### config.mk
export PLATFORM = sky130hd
export DESIGN_NAME = csr_gpio_unit
export DESIGN_NICKNAME = d
export VERILOG_FILES = /design/src/rtl/csr_gpio_unit.sv
export SDC_FILE = /design/constraint.sdc
export NUM_CORES = 1
export LEC_CHECK = 0
export ABC_AREA = 1
export CORE_ASPECT_RATIO = 0.8
export CORE_UTILIZATION = 40
export CTS_CLUSTER_SIZE = 30
export DETAILED_ROUTE_END_ITERATION = 8
export PLACE_DENSITY = 0.68
export SKIP_LAST_GASP = 1
export SYNTH_ARGS = -nofsm -noshare
export SYNTH_HDL_FRONTEND = slang
export SYNTH_SLANG_ARGS = --single-unit
### constraint.sdc
create_clock -name clk -period 11 [get_ports clk]
set_clock_uncertainty 0.15 [all_clocks]
set_input_delay 1.65 -clock clk [delete_from_list [all_inputs] [get_ports clk]]
set_output_delay 1.65 -clock clk [all_outputs]
set_load 0.01 [all_outputs]
### src/rtl/csr_gpio_unit.sv
// csr_gpio_unit: GPIO CSR responder for the 3-stage RISC-V core.
// Serves CSRRW accesses from EX with one-cycle registered read data for WB,
// owns the io2 display register, debounces the board switches for io0 and
// keeps a free-running cycle counter.
module csr_gpio_unit #(
    parameter int SW_WIDTH        = 18,
    parameter int DEBOUNCE_CYCLES = 50000
) (
    input  logic                clk,
    input  logic                rst,
    input  logic                csr_en_EX,
    input  logic [11:0]         csr_addr_EX,
    input  logic                gpio_we_EX,
    input  logic [31:0]         csr_wdata_EX,
    input  logic [SW_WIDTH-1:0] SW,
    output logic [31:0]         csr_rdata_WB,
    output logic                csr_hit_WB,
    output logic [31:0]         hex_out,
    output logic [6:0]          HEX0,
    output logic [6:0]          HEX1,
    output logic [6:0]          HEX2,
    output logic [6:0]          HEX3,
    output logic [6:0]          HEX4,
    output logic [6:0]          HEX5,
    output logic [6:0]          HEX6,
    output logic [6:0]          HEX7
);

    // CSR address map
    localparam logic [11:0] ADDR_IO0   = 12'hF00;
    localparam logic [11:0] ADDR_IO2   = 12'hF02;
    localparam logic [11:0] ADDR_CYCLE = 12'hC00;

    // Debounce counter only needs to reach DEBOUNCE_CYCLES-1
    localparam int               CNT_W    = (DEBOUNCE_CYCLES > 1) ? $clog2(DEBOUNCE_CYCLES) : 1;
    localparam logic [CNT_W-1:0] CNT_LAST = CNT_W'(DEBOUNCE_CYCLES - 1);

    // Active-low glyph for digit '0', the display state out of reset
    localparam logic [6:0] GLYPH_ZERO = 7'b1000000;

    // Active-low 7-segment glyph for one hex nibble (segment g is bit 6)
    function automatic logic [6:0] seg_glyph(input logic [3:0] nib);
        logic [6:0] g;
        case (nib)
            4'h0:    g = 7'b1000000;
            4'h1:    g = 7'b1111001;
            4'h2:    g = 7'b0100100;
            4'h3:    g = 7'b0110000;
            4'h4:    g = 7'b0011001;
            4'h5:    g = 7'b0010010;
            4'h6:    g = 7'b0000010;
            4'h7:    g = 7'b1111000;
            4'h8:    g = 7'b0000000;
            4'h9:    g = 7'b0010000;
            4'hA:    g = 7'b0001000;
            4'hB:    g = 7'b0000011;
            4'hC:    g = 7'b1000110;
            4'hD:    g = 7'b0100001;
            4'hE:    g = 7'b0000110;
            default: g = 7'b0001110;
        endcase
        return g;
    endfunction

    // Switch synchronizer and debounce state
    logic [SW_WIDTH-1:0] sync1_q,     sync1_d;
    logic [SW_WIDTH-1:0] sw_sync_q,   sw_sync_d;
    logic [SW_WIDTH-1:0] sw_cand_q,   sw_cand_d;
    logic [SW_WIDTH-1:0] sw_stable_q, sw_stable_d;
    logic [CNT_W-1:0]    deb_cnt_q,   deb_cnt_d;

    // Free-running cycle counter
    logic [31:0] cycle_q, cycle_d;

    // CSR side: io2 register and WB-stage read result
    logic [31:0] hex_q,       hex_d;
    logic [31:0] csr_rdata_q, csr_rdata_d;
    logic        csr_hit_q,   csr_hit_d;
    logic [31:0] rd_sel;
    logic        rd_hit;
    logic        io2_write;

    // Registered segment drives, one 7-bit glyph per digit
    logic [7:0][6:0] seg_q, seg_d;

    // Two-flop synchronizer followed by a stability counter on the switch word
    always_comb begin
        // NOTE: every signal assigned here gets a default first, so no path leaves it unassigned and no latch is inferred.
        sync1_d     = SW;
        sw_sync_d   = sync1_q;
        sw_cand_d   = sw_cand_q;
        sw_stable_d = sw_stable_q;
        deb_cnt_d   = deb_cnt_q;
        if (sw_sync_q != sw_cand_q) begin
            // Any change, including a bounce, restarts the stability window
            sw_cand_d = sw_sync_q;
            deb_cnt_d = '0;
        end else if (deb_cnt_q == CNT_LAST) begin
            // Window complete: accept the candidate and hold the counter
            sw_stable_d = sw_cand_q;
        end else begin
            deb_cnt_d = deb_cnt_q + 1'b1;
        end
    end

    // Cycle counter wraps naturally at 32 bits
    always_comb begin
        cycle_d = cycle_q + 32'd1;
    end

    // CSR read decode, WB capture and io2 write
    always_comb begin
        rd_sel = '0;
        rd_hit = 1'b0;
        case (csr_addr_EX)
            ADDR_IO0: begin
                rd_sel = 32'(sw_stable_q);
                rd_hit = 1'b1;
            end
            ADDR_IO2: begin
                rd_sel = hex_q;
                rd_hit = 1'b1;
            end
            ADDR_CYCLE: begin
                rd_sel = cycle_q;
                rd_hit = 1'b1;
            end
            default: ;
        endcase

        // Read data holds between accesses; hit is a single-cycle flag
        csr_rdata_d = csr_rdata_q;
        csr_hit_d   = 1'b0;
        if (csr_en_EX) begin
            csr_rdata_d = rd_sel;
            csr_hit_d   = rd_hit;
        end

        // CSRRW reads the old io2 value above while the new one lands here
        io2_write = csr_en_EX && gpio_we_EX && (csr_addr_EX == ADDR_IO2);
        hex_d     = io2_write ? csr_wdata_EX : hex_q;
    end

    // Glyph lookup for each io2 nibble
    always_comb begin
        seg_d = seg_q;
        for (int i = 0; i < 8; i++) begin
            seg_d[i] = seg_glyph(hex_q[4*i +: 4]);
        end
    end

    // Switch path and cycle counter registers
    always_ff @(posedge clk or posedge rst) begin
        // NOTE: non-blocking assignments so every flop samples pre-edge values and the pipeline order is simulation-safe.
        if (rst) begin
            sync1_q     <= '0;
            sw_sync_q   <= '0;
            sw_cand_q   <= '0;
            sw_stable_q <= '0;
            deb_cnt_q   <= '0;
            cycle_q     <= '0;
        end else begin
            sync1_q     <= sync1_d;
            sw_sync_q   <= sw_sync_d;
            sw_cand_q   <= sw_cand_d;
            sw_stable_q <= sw_stable_d;
            deb_cnt_q   <= deb_cnt_d;
            cycle_q     <= cycle_d;
        end
    end

    // CSR-side registers: io2, WB read result and segment drives
    always_ff @(posedge clk or posedge rst) begin
        if (rst) begin
            hex_q       <= '0;
            csr_rdata_q <= '0;
            csr_hit_q   <= 1'b0;
            seg_q       <= {8{GLYPH_ZERO}};
        end else begin
            hex_q       <= hex_d;
            csr_rdata_q <= csr_rdata_d;
            csr_hit_q   <= csr_hit_d;
            seg_q       <= seg_d;
        end
    end

    assign csr_rdata_WB = csr_rdata_q;
    assign csr_hit_WB   = csr_hit_q;
    assign hex_out      = hex_q;
    assign HEX0         = seg_q[0];
    assign HEX1         = seg_q[1];
    assign HEX2         = seg_q[2];
    assign HEX3         = seg_q[3];
    assign HEX4         = seg_q[4];
    assign HEX5         = seg_q[5];
    assign HEX6         = seg_q[6];
    assign HEX7         = seg_q[7];

endmodule

==> results of run 1 <==
-- layer usage --
metal  track usage (%)  vias up  wire length [um]
met4             4.076        0               466
met1             28.79     4322             13710
met2             29.09      225             11920
li1                  -     4521                 -
met3             3.524       33              1600
met5                 0        -                 0
-- registers in the layout (all words and copies together) (netlist names), 16 cells and up --
name	count
sw_sync_q	18
deb_cnt_q	16
sw_stable_q	18
sw_cand_q	18
csr_rdata_WB	32
hex_out	32
sw_sync_d	18
cycle_q	32
-- worst paths after layout --
check                               startpoint  cells after the start               end  slack, ns
worst max-delay path            csr_addr_EX[4]                     11  csr_rdata_WB[25]       7.11
worst min-delay path             sw_sync_d[16]                      0     sw_sync_q[16]       0.19
worst max register to register   sw_cand_q[16]                      7     deb_cnt_q[14]       8.52
worst min register to register   sw_sync_d[16]                      0     sw_sync_q[16]       0.19
max in group asynchronous                  rst                      3  csr_rdata_WB[20]       7.82
min in group asynchronous                  rst                      2           HEX2[2]       1.53
-- synth_stat cells --
master and number:
a211oi_1 2, a21boi_0 2, a21oi_1 49, a31oi_1 1
a32o_1 1, and2_1 1, buf_1 5, buf_2 11
buf_6 1, clkbuf_1 42, clkinv_1 1, dfrtp_1 233
dfstp_2 8, ha_1 50, inv_1 148, inv_2 3
nand2_1 393, nand2_2 3, nand3_1 80, nand3_2 1
nand3b_1 2, nand4_1 27, nand4_4 2, nor2_1 91
nor2_2 5, nor2_4 2, nor2_8 1, nor2b_1 1
nor3_1 22, nor3_2 5, nor3b_1 1, nor4_1 1
nor4_2 1, o211ai_1 5, o21ai_0 68, o21ai_1 7
o21bai_1 1, o22ai_1 6, o311ai_0 2, o31ai_1 7
or2_1 1, xnor2_1 16, xor2_1 17
-- stage by stage --
stage | cell area, um^2 | setup WS [ns] | util [%]
after global routing | 14350 | 6.762 | 52.07
after global placement | 13460 | 6.600 | 48.82
final | 14350 | 7.109 | 52.07
after floorplan | 11340 | 2.597 | -
after detailed placement | 13460 | 6.554 | 48.82
after CTS | 14350 | 7.079 | 52.07
-- cells by family after synthesis --
kind of cell	count (synthesis)
buf+inv	211
xor+xnor	33
fa+ha+maj	50
simple gates	640
flops	241
compound gates	151
-- critical path, stage by stage --
cell and delay (ns):
clkdlybuf4s50_1 0.41, nor2_1 0.14, nand2_1 0.14, nor2_1 0.16, buf_4 0.27, nand2_1 0.37
inv_1 0.68, nand2_1 0.11, o21ai_0 0.11, nand2_1 0.07, nand2_1 0.07
-- layout make-up --
class                           count  share of cell area (%)
Clock buffer                       36                   5.222
Inverter                          152                   4.028
Timing Repair Buffer              191                   13.23
Multi-Input combinational cell    874                   31.25
Tap cell                          364                   3.173
Clock inverter                     12                   1.003
Sequential cell                   241                   42.09
-- power by group through the flow --
stage | Sequential [uW] | Clock, uW | Combinational, uW
final | 906 | 899 | 69.2
after global routing | 906 | 958 | 79.2
after CTS | 906 | 922 | 71.3
after detailed placement | 922 | 0 | 70.8
after global placement | 921 | 0 | 70.0
after floorplan | 920 | 0 | 35.3
==> impl_results.md, run 1 <==
* DPL Wire Length at between 15000 and 20000 um
* Sequential share of the synthesized area at a little over half
* CP Capture Type: flip-flop
* CTS tree: built
* CTS H-tree lvls at 1
* WP data required at between 10 and 15 ns
* Vias per cell at 4.867
* Via Count at approximately 9000
* Status: finished, final reports clean
* Synth Area in Compound Gates at under 10%
* Initial antenna violation count at 0
* Post-synthesis cell count at between 1000 and 1500
* Root Buffer: clkbuf_16
* Initial Utilization at about two fifths
* Critical path launch point type: input pin
* Hold buffer count at CTS at 0
* First-pass GRT wire length at between 40000 and 50000 um
* CP Max Fanout at 23
* Area share of the largest cell type after synthesis at between 50% and 60%
* Seq pwr share at 48.3%
* Post-Syn Area at about 0.011 mm^2
* Net Sw Frac at roughly a fifth
* Final hold vios at 0
* CP Data Arrival Time at about 4.2 ns
* Die footprint at a little under 0.03 mm^2
* Synth Area in Simple Gates at 24.26%
* Max cap viols at 0
* Die Span Y at 152.6 um
* Filler cells at 2547
* Worst slew margin at between 20% and 30%
* Combinational fraction of design power at under 10%
* RSZ-0062 raised after global routing: false
* Core area at between 0.02 and 0.03 mm^2
* Final Critical Period at 3.891 ns
* Adder-cell share of the synthesized area at about 5.5%
* Multiplexer area fraction after synthesis at 0%
* Syn Nets at approximately 1400
* Cells after DPL at between 1500 and 2000
* Die X at about 190 um
* VDD IR max at 0.1195 mV
* RePlAce Congestion at 0.8777
* Non-filler cells in the finished layout at between 1500 and 2000
* Final Cycle Share at a little over a third
* PostCTS Resize Cnt at 0
* Post-synth top area cell: dfrtp_1
* Post-DR wirelength/cell at between 10 and 15 um
* Multi-input gate area at 0.004486 mm^2
* I/O Pins at between 150 and 200
* Grt ovf at 0
* Drt first pass iters at 5
* Largest family of logic cells by synthesized area: simple AND/OR/NAND/NOR gates
* Row cnt at 54
* Nets at 1602
* Buffers on Ports at about 190
* Share of total power in the clock network at about 48%
* Cell variety after synth at 43
* DR iter-0 viols at 589
* Type of the worst min-delay path: flip-flop to flip-flop
* Seq. cell area at 0.006041 mm^2
* Total Routing Usage GR at between 10% and 20%
* Most common cell after layout, fill and taps aside: nand2_1
* Yosys warns at 0
* Crit path kind: input pin to flip-flop
* Int Power at ~1500 uW
* Most frequent cells in the layout: 393 x nand2_1, 233 x dfrtp_1, 186 x clkdlybuf4s50_1
* ANT nets after route at 0
* Switch Pwr at approximately 400 uW
* CTS sink cnt at ~240
* Final-report max-slew violation count at 0
* Fmax at approximately 260 MHz
* Final wirelength at approximately 28000 um
* Setup TNS at 0 ns
* Syn_area_per_cell at 8.552 um^2
* PwrDens at 130.6 mW/mm^2
* Num CTS Buffers at 26
* Ant diodes at 0
* XOR/XNOR Fraction of Synth Area at under 10%
* Area growth, synth to finish at 26.57%
* Top cells by area, synth: dfrtp_1 51%, nand2_1 13%, ha_1 5.5%
* Share of cells above drive strength 1 at under 10%
* Largest net degree at the start of global routing at ~120
* #FFs+latches synth at roughly 240
* Post-CTS Setup Inserts at 0
* Clk buf depth at 3
* DRC at 0
* Final setup violation count at 0
* Leakage at slightly below 0.007 uW
* Worst-skew pair later-pin latency at about 0.53 ns
* Worst-Margin Slew at 1.070 ns
* Vias in the first global route at around 8700
* Hold WS at roughly 0.19 ns
* Final Total Pwr at 1874 uW
* Clock transition at the registers of the reported paths at roughly 0.060 ns
(Power assumes the default switching activity.)
==> run 2: changes to the inputs <==
- PLACE_DENSITY: 0.68 -> 0.7
- clock period: 11 -> 3.5 ns (I/O delays scaled with it)
==> impl_results.md, run 2 (same netlist as run 1, synthesis figures left out) <==
* Slowest cell on crit path: dfrtp_1
* Setup TNS at 0 ns (unchanged)
* Post-DP Area at 0.01353 mm^2 (+0.49%)
* Num CTS Buffers at 26 (unchanged)
* First-pass GRT wire length at 46080 um (+1.8%)
* RePlAce Congestion at 0.8987 (+2.4%)
* Pre-CTS WS at 0.5593 ns (-5.994 ns)
* Max cap viols at 0 (unchanged)
* RSZ-0062 raised after global routing: false
* Family with the most delay on the worst path: flip-flops
* CP Max Fanout at 15 (-35%)
* Drt first pass iters at 5 (unchanged)
* Die Span Y at 152.6 um (unchanged)
* Crit path kind: flip-flop to output pin
* Initial antenna violation count at 1 (+1)
* Worst path bufs/invs at 1 (-2)
* Largest net degree at the start of global routing at 126 (+7.7%)
* Via Count at 9245 (+1.6%)
* Clk buf depth at 3 (unchanged)
* DR iter-0 viols at 592 (+0.51%)
* Row cnt at 54 (unchanged)
* Final setup violation count at 0 (unchanged)
* Die footprint at 0.02903 mm^2 (unchanged)
* I/O Pins at 187 (unchanged)
* Worst slew margin at 27.50% (-1.1 points)
* Crit-path cells: clkdlybuf4s50_1
* Hold buffer count at CTS at 0 (unchanged)
* Status: finished, final reports clean
* Buffers on Ports at 186 (unchanged)
* Vias per cell at 4.925 (+1.2%)
* Worst-Margin Slew at 1.086 ns (+0.01633 ns)
* Die X at 190.2 um (unchanged)
* Type of the worst min-delay path: input pin to asynchronous set/reset pin
* Largest stage delay, worst path at 0.63 ns (-0.05 ns)
* Critical path launch point type: flip-flop
* Grt ovf at 0 (unchanged)
* Total Routing Usage GR at 19.62% (+0.34 points)
* PostCTS Resize Cnt at 0 (unchanged)
* Final hold vios at 0 (unchanged)
* CTS tree: built
* Most frequent cells in the layout: 393 x nand2_1, 233 x dfrtp_1, 186 x clkdlybuf4s50_1
* Final-report max-slew violation count at 0 (unchanged)
* Area growth, synth to finish at 27.43%
* Nets at 1608 (+0.37%)
* Worst setup margin at 1.042 ns (-6.067 ns)
* Final Total Pwr at 5974 uW (+220%)
* PwrDens at 413.4 mW/mm^2 (+220%)
* DRC at 0 (unchanged)
* Post-CTS Setup Inserts at 0 (unchanged)
* Initial Utilization at 41.14% (unchanged)
* Vias in the first global route at 8865 (+1.7%)
* CP Capture Type: output pin
* VDD IR max at 0.3475 mV (+190%)
* Core area at 0.02757 mm^2 (unchanged)
* CTS H-tree lvls at 1 (unchanged)
* Most common cell after layout, fill and taps aside: nand2_1
* Final Cycle Share at ~70%
* CP Data Arrival Time at 1.78 ns (-2.42 ns)
* Final wirelength at 28080 um (+1.4%)
* Fmax at 406.9 MHz
* Clock transition at the registers of the reported paths at 0.06 ns (about the same)
* Final Critical Period at approximately 2.5 ns
* Final core occ at 52.42% (+0.35 points)
* ANT nets after route at 0 (unchanged)
* Post-route cell area at 0.01445 mm^2 (+0.68%)
* CTS sink cnt at 241 (unchanged)
* Post-DR wirelength/cell at 14.96 um (+1.0%)
* WP data required at 2.82 ns (-8.49 ns)
* Root Buffer: clkbuf_16
* Share of cells above drive strength 1 at 5.820% (+0.51 points)
* Worst-skew pair later-pin latency at 0.52 ns (about the same)
* Leakage at 0.006942 uW (+0.65%)
* DPL Wire Length at 20670 um (+4.1%)
[run 2: path summary, 6_finish.rpt]
| path | start | end | slack [ns] | depth (start not counted) |
|---|---|---|---|---|
| max in group asynchronous | rst | cycle_q[20] | 2.04 | 3 |
| min in group clk | sw_sync_d[7] | sw_sync_q[7] | 0.19 | 0 |
| setup reg to reg | deb_cnt_q[0] | sw_stable_q[15] | 1.44 | 8 |
| setup / recovery | hex_out[14] | hex_out[14] | 1.04 | 1 |
| hold / removal | rst | HEX2[2] | 0.19 | 2 |
| hold reg to reg | sw_sync_d[7] | sw_sync_q[7] | 0.19 | 0 |
[run 2: layout make-up]
type,instances,area (um^2)
Antenna cell,1,2.502
Timing Repair Buffer,197,1969
Clock buffer,31,700.7
Tap cell,364,455.4
Clock inverter,17,221.5
Fill cell,2506,13120
Sequential cell,241,6041
Multi-Input combinational cell,874,4486
Inverter,152,574.3
[run 2: layer usage]
metal / vias to the layer above / part of all wire, % / track usage (%)
met5: - / 0 / 0
met4: 0 / 1.6 / 4.305
met3: 27 / 6.9 / 3.432
met2: 299 / 44 / 30.36
met1: 4367 / 47 / 28.69
li1: 4552 / - / -
[run 2: per-stage QoR]
| step | hold WS [ns] | cells |
|---|---|---|
| after floorplan | 0.1812 | 1326 |
| after global placement | 0.1841 | 1828 |
| after detailed placement | 0.1847 | 1828 |
| after CTS | 0.1867 | 1876 |
| after global routing | 0.1980 | 1877 |
| final | 0.1897 | 1877 |
[run 2: worst register-to-register path: stages (launching register included)]
cell and delay, ns:
dfrtp_1 0.39, ha_1 0.26, nand2_1 0.09, nor2_2 0.16
nand2_2 0.12, nor2_8 0.29, nand4_4 0.28, nand2_1 0.16
nand2_1 0.06
[run 2: report_power, final]
| part | leakage (uW) | switching (uW) | total, uW | internal (uW) |
|---|---|---|---|---|
| Sequential | 0.00320 | 23.7 | 2850 | 2820 |
| Clock | 0.000450 | 1110 | 2910 | 1800 |
| Combinational | 0.00329 | 122 | 222 | 99.8 |
==> RTL change 1, RTL diff (config.mk and constraints of run 2) <==
Add an input register stage for `SW`, with the module's reset; this delays it by one clock. The other inputs are not delayed to match.
--- a/src/rtl/csr_gpio_unit.sv
+++ b/src/rtl/csr_gpio_unit.sv
@@ -38,6 +38,16 @@
     // Active-low glyph for digit '0', the display state out of reset
     localparam logic [6:0] GLYPH_ZERO = 7'b1000000;
 
+    logic [SW_WIDTH-1:0] SW_q;
+
+    always_ff @(posedge clk or posedge rst) begin
+        if (rst) begin
+            SW_q <= '0;
+        end else begin
+            SW_q <= SW;
+        end
+    end
+
     // Active-low 7-segment glyph for one hex nibble (segment g is bit 6)
     function automatic logic [6:0] seg_glyph(input logic [3:0] nib);
         logic [6:0] g;
@@ -86,7 +96,7 @@
     // Two-flop synchronizer followed by a stability counter on the switch word
     always_comb begin
         // NOTE: every signal assigned here gets a default first, so no path leaves it unassigned and no latch is inferred.
-        sync1_d     = SW;
+        sync1_d     = SW_q;
         sw_sync_d   = sync1_q;
         sw_cand_d   = sw_cand_q;
         sw_stable_d = sw_stable_q;
Behaviour: same outputs for any inputs over 4 cycles, from zero or initial values and one cycle with rst high; that may be too few to reach the edited logic, so the function may still have changed.
==> RTL change 1 against run 2 <==
  * Wire length down 1.2%
  * Highest routed layer unchanged
  * Setup slack better by 0.026 ns
  * Synthesized area up 5.1%
  * Sequential cell count up 18
  * Total power up 4.4%
  * Cell area up 3.9%
  * Critical path type is now primary input to flop
  * Sequential power up 7.7%
  * Global-route usage down 1.4 points
  * Count of clock-buffer cells in the layout up 1
  * Critical path depth up 7
==> RTL change 1: results (changes against run 2) <==
Status
  • Run status: finished clean

Critical path
  • Crit path DAT: 2.74 ns (+0.96 ns)
  • Slowest stage cell, crit path: nor2_4
  • Reg-to-reg startpoint: sw_cand_q[13]
  • CP Max Fanout: 27 (+12)
  • Crit path max-delay family: simple AND/OR/NAND/NOR gates
  • R2R Path End: deb_cnt_q[15]
  • Critical Path Max Stage Delay: 0.54 ns (-0.09 ns)
  • Setup slack, reg-to-reg: 1.46 ns (+0.02 ns)
  • CP endpoint: csr_rdata_WB[22]
  • Crit. Startpoint: csr_addr_EX[5]

Synthesis
  • Yosys warnings: 0 (unchanged)
  • Mean Syn Cell Area: 8.97 um2 (+4.9%)
  • Synth cell types: 42 (-2.3%)
  • Seq/Total Area, Yosys: 54.5% (+1.2 points)
  • Most common library cells after synthesis: nand2_1, dfrtp_1, inv_1, nor2_1, nand3_1
  • FFs w/ async S/R, synth: 100% (unchanged)
  • Synth area leaders: dfrtp_1, nand2_1, ha_1
  • Syn nets: 1,445 (+0.21%)

Timing
  • Worst hold slack: 0.190 ns (+0.000293 ns)
  • Slew headroom: 25.3% (-2.2 points)
  • Min Tclk post-route: 2.43 ns (-0.0261 ns)

Global route
  • M2 GR Usage: 28.2% (-2.2 points)
  • Pin count of the biggest net entering global routing: 99 (-21%)
  • Initial antenna violation count: 0 (-1)
  • GRT Util Overall: 18.2% (-1.4 points)
  • Met3 Use GR: 3.10% (-0.33 points)
  • Global-route wire length before repair: 44,700 um (-3.0%)
  • Vias in the first global route: 8,573 (-3.3%)
  • Met1 Use GR: 26.9% (-1.8 points)

Power and ir drop
  • Clock net power: 0.00294 W
  • Combinational power: 0.000235 W (+6%)
  • Switching power: 0.00131 W (+5.0%)
  • VDD IR max: 0.309 mV (-11%)
  • Leak: 7.13 nW (+2.7%)

Finish
  • N_diodes: 0 (-1)
  • Layout cells sized above 1: 7.46% (+1.6 points)
  • Fill count: 2,649 (+5.7%)
  • NumNets Final: 1,612 (+0.25%)

Drt
  • DRT Pass-1 Iters: 5 (unchanged)
  • Met3 routed WL: 1560 um (-19%)
  • Vias per cell: 4.88 (-0.99%)
  • WL met1: 13,800 um (+3.9%)
  • Detail Route met2 WL: 11,900 um (-3.6%)
  • Top Metal Used: met4
  • Wire length per cell: 14.7 um (-2.0%)
  • Initial DRC count: 535 (-9.6%)
  • Routed WL: 27,800 um (-1.2%)

Placement
  • DP HPWL: 19,700 um (-4.6%)
  • DP Cell Count: 1,845 (+0.93%)
  • Dpl ws: 0.565 ns (+0.00620 ns)
  • Placer congestion estimate: 0.913 (+1.6%)

CTS
  • Post-CTS Setup Bufs: 0 (unchanged)
  • CTS H-tree depth: 1 (unchanged)
  • Gates resized, CTS repair: 0 (unchanged)
  • Clock Path Buffers: 3 (unchanged)
  • Worst skew pair latency: 0.53 ns

Hold path
  • Hold Crit Class: flop to flop
## RTL change 1: kinds of logic after synthesis
| kind of cell | after synthesis | share of synthesized area, % |
|---|---|---|
| xor+xnor | 34 | 2.50 |
| fa+ha+maj | 50 | 5.25 |
| compound gates | 166 | 7.86 |
| flops | 259 | 54.4 |
| simple gates | 605 | 22.7 |
| buf+inv | 215 | 7.26 |
## RTL change 1: through the flow
stage	cell area (um2)	utilization, %	setup TNS (ns)	total power, W
floorplan	11900	-	-146.10	0.00324
global placement	14100	48.1	0	0.00336
detailed placement	14100	48.1	0	0.00336
CTS	15000	51.3	0	0.00633
global route	15000	51.3	0	0.00649
finish	15000	51.3	0	0.00624
## RTL change 1: layout make-up
cell class	count	area (um2)	share of cell area (%)
clock buffers	32	734	4.89
multi-input cells	855	4560	30.4
inverters	155	586	3.90
flip-flops and latches	259	6490	43.2
repair buffers	199	1980	13.2
clock inverters	15	181	1.21
well taps	377	472	3.14
==> RTL change 2, RTL diff (flow settings as in run 2) <==
Without the edit above. Set the parameter `SW_WIDTH` to 9 (it was 18).
--- a/src/rtl/csr_gpio_unit.sv
+++ b/src/rtl/csr_gpio_unit.sv
@@ -3,7 +3,7 @@
 // owns the io2 display register, debounces the board switches for io0 and
 // keeps a free-running cycle counter.
 module csr_gpio_unit #(
-    parameter int SW_WIDTH        = 18,
+    parameter int SW_WIDTH        = 9,
     parameter int DEBOUNCE_CYCLES = 50000
 ) (
     input  logic                clk,
Interface: changed (resized SW); port bits go from 187 to 178. No check against the original RTL was run, so the function may have changed too.
==> RTL change 2 against run 2 <==
  * Largest cell class unchanged
  * Critical path type unchanged
  * Cell area fell by 8.5%
  * Global-route usage fell by 1.0 points
  * First-iteration DRC count fell by 13%
  * Sequential share of layout area fell by 2.9 points
  * Total power fell by 16%
  * Non-clock buffer count fell by 6
  * Sequential cell count fell by 36
  * Utilization fell by 0.31 points
  * Count of clock-buffer cells in the layout fell by 3
  * Wire length fell by 12%
  * Synthesized area fell by 8.5%
  * Setup slack improved by 0.028 ns
==> RTL change 2: results (changes against run 2) <==
Synthesis
  • FFs w/ async S/R, synth: 100% (unchanged)
  • Ys flop type: dfrtp_1
  • Synth cell types: 36 (-16%)
  • Syn nets: 1,322 (-8.3%)
  • Most common library cells after synthesis: nand2_1, dfrtp_1, inv_1, nor2_1, nand3_1
  • Top-count cell post-synth: nand2_1
  • Synth area leaders: dfrtp_1, nand2_1, ha_1
  • Yosys warnings: 0 (unchanged)
  • Seq/Total Area, Yosys: 49.5% (-3.7 points)

Power and ir drop
  • Leak: 6.28 nW (-9.5%)
  • P_int: 0.00388 W (-18%)
  • VDD IR max: 0.333 mV (-4.2%)

Drt
  • Initial DRC count: 515 (-13%)
  • Met3 routed WL: 1620 um (-16%)
  • Via count: 8,371 (-9.5%)
  • Detail Route met2 WL: 10,300 um (-17%)
  • Wire length per cell: 14.3 um (-4.4%)
  • WL met1: 12,100 um (-8.9%)
  • DRT Pass-1 Iters: 5 (unchanged)
  • Top Metal Used: met5

Global route
  • Vias in the first global route: 7,772 (-12%)
  • GRT Util Overall: 18.6% (-1.0 points)
  • Global-route wire length before repair: 40,200 um (-13%)
  • Initial antenna violation count: 1 (unchanged)
  • Pin count of the biggest net entering global routing: 42 (-67%)

Critical path
  • Crit path DAT: 1.75 ns (-0.03 ns)
  • CP Max Fanout: 14 (-1)
  • Reg2reg path depth: 8 (unchanged)
  • Critical Path Max Stage Delay: 0.63 ns (about the same)
  • Crit path max-delay family: buffers and inverters
  • Slowest stage cell, crit path: clkdlybuf4s50_1
  • Setup slack, reg-to-reg: 1.39 ns (-0.05 ns)

Placement
  • Placer congestion estimate: 0.901 (+0.22%)
  • DP HPWL: 17,900 um (-13%)
  • Buffers added on ports: 177 (-4.8%)

Status
  • Run status: finished clean

Timing
  • Worst hold slack: 0.196 ns (+0.00633 ns)
  • Final TNS setup: 0 ns (unchanged)
  • Slew headroom: 26.9% (-0.57 points)

Finish
  • Fill count: 2,322 (-7.3%)
  • Layout cells sized above 1: 10.9% (+5.1 points)
  • NumNets Final: 1,494 (-7.1%)
  • N_diodes: 0 (-1)

Flow run
  • Max_cap viols: 0 (unchanged)

CTS
  • Worst skew pair latency: 0.52 ns (about the same)
  • Post-CTS Setup Bufs: 0 (unchanged)
  • Clock Path Buffers: 3 (unchanged)
  • Gates resized, CTS repair: 0 (unchanged)
  • Clk slew on worst S/H paths: 0.06 ns (about the same)
  • CTS Buf Count: 23 (-12%)
  • Clock root buffer: clkbuf_16
  • CTS H-tree depth: 1 (unchanged)

Hold path
  • Worst hold stages: 0
  • Hold Crit Class: flop to flop
## RTL change 2: cell types whose count changed in the layout (fill, tap and decap cells not counted), sizes merged, moves of 8 or more
| cell | run 2 | this run |
|---|---|---|
| inv | 150 | 133 |
| nor3 | 27 | 19 |
| nand2 | 396 | 363 |
| dfrtp | 233 | 197 |
| clkdlybuf4s50 | 186 | 176 |
| a21oi | 49 | 61 |
| o21ai | 75 | 88 |
| nand4 | 29 | 20 |
## RTL change 2: worst paths after layout
path	from	end
min in group asynchronous	rst	sw_sync_q[8]
hold reg to reg	sw_sync_d[1]	sw_sync_q[1]
max in group asynchronous	rst	HEX0[6]
setup reg to reg	deb_cnt_q[0]	sw_stable_q[7]
hold / removal	sw_sync_d[1]	sw_sync_q[1]
setup / recovery	hex_out[26]	hex_out[26]
## RTL change 2: power groups by stage
stage	combinational (W)	clock [W]	sequential, W
2_1_floorplan	0.0000993	0	0.00245
3_3_place_gp	0.000213	0	0.00245
3_5_place_dp	0.000217	0	0.00245
4_1_cts	0.000218	0.00249	0.00240
5_1_grt	0.000238	0.00258	0.00240
6_report	0.000211	0.00242	0.00240
## RTL change 2: cell families (layout without fill, tap and decap cells)
family	after synthesis	count (layout)	synth area share [%]
compound gates	158	158	9.02
xor+xnor	26	26	2.19
fa+ha+maj	50	50	6.03
buf+inv	174	362	7.17
flops	205	205	49.5
simple gates	602	602	26.1
## RTL change 2: metal layers
metal | vias up | global-route usage (%)
li1 | 4202 | -
met1 | 3879 | 27.8
met2 | 245 | 27.0
met3 | 43 | 4.04
met4 | 2 | 5.21
met5 | - | 0
## RTL change 2: layout make-up
class	count	area [um2]	area share, %
clock buffers	28	604	4.57
clock inverters	13	145	1.10
inverters	130	492	3.72
multi-input cells	836	4500	34.0
flip-flops and latches	205	5140	38.9
well taps	324	405	3.07
repair buffers	191	1930	14.6
## RTL change 2: metrics by stage
step,instances,area (um2),setup WS [ns],power [W]
2_1_floorplan,1215,10400,0.173,0.00255
3_5_place_dp,1686,12500,0.921,0.00266
4_1_cts,1727,13200,1.04,0.00511
5_1_grt,1727,13200,0.982,0.00522
6_report,1727,13200,1.07,0.00503
3_3_place_gp,1686,12500,1.00,0.00266
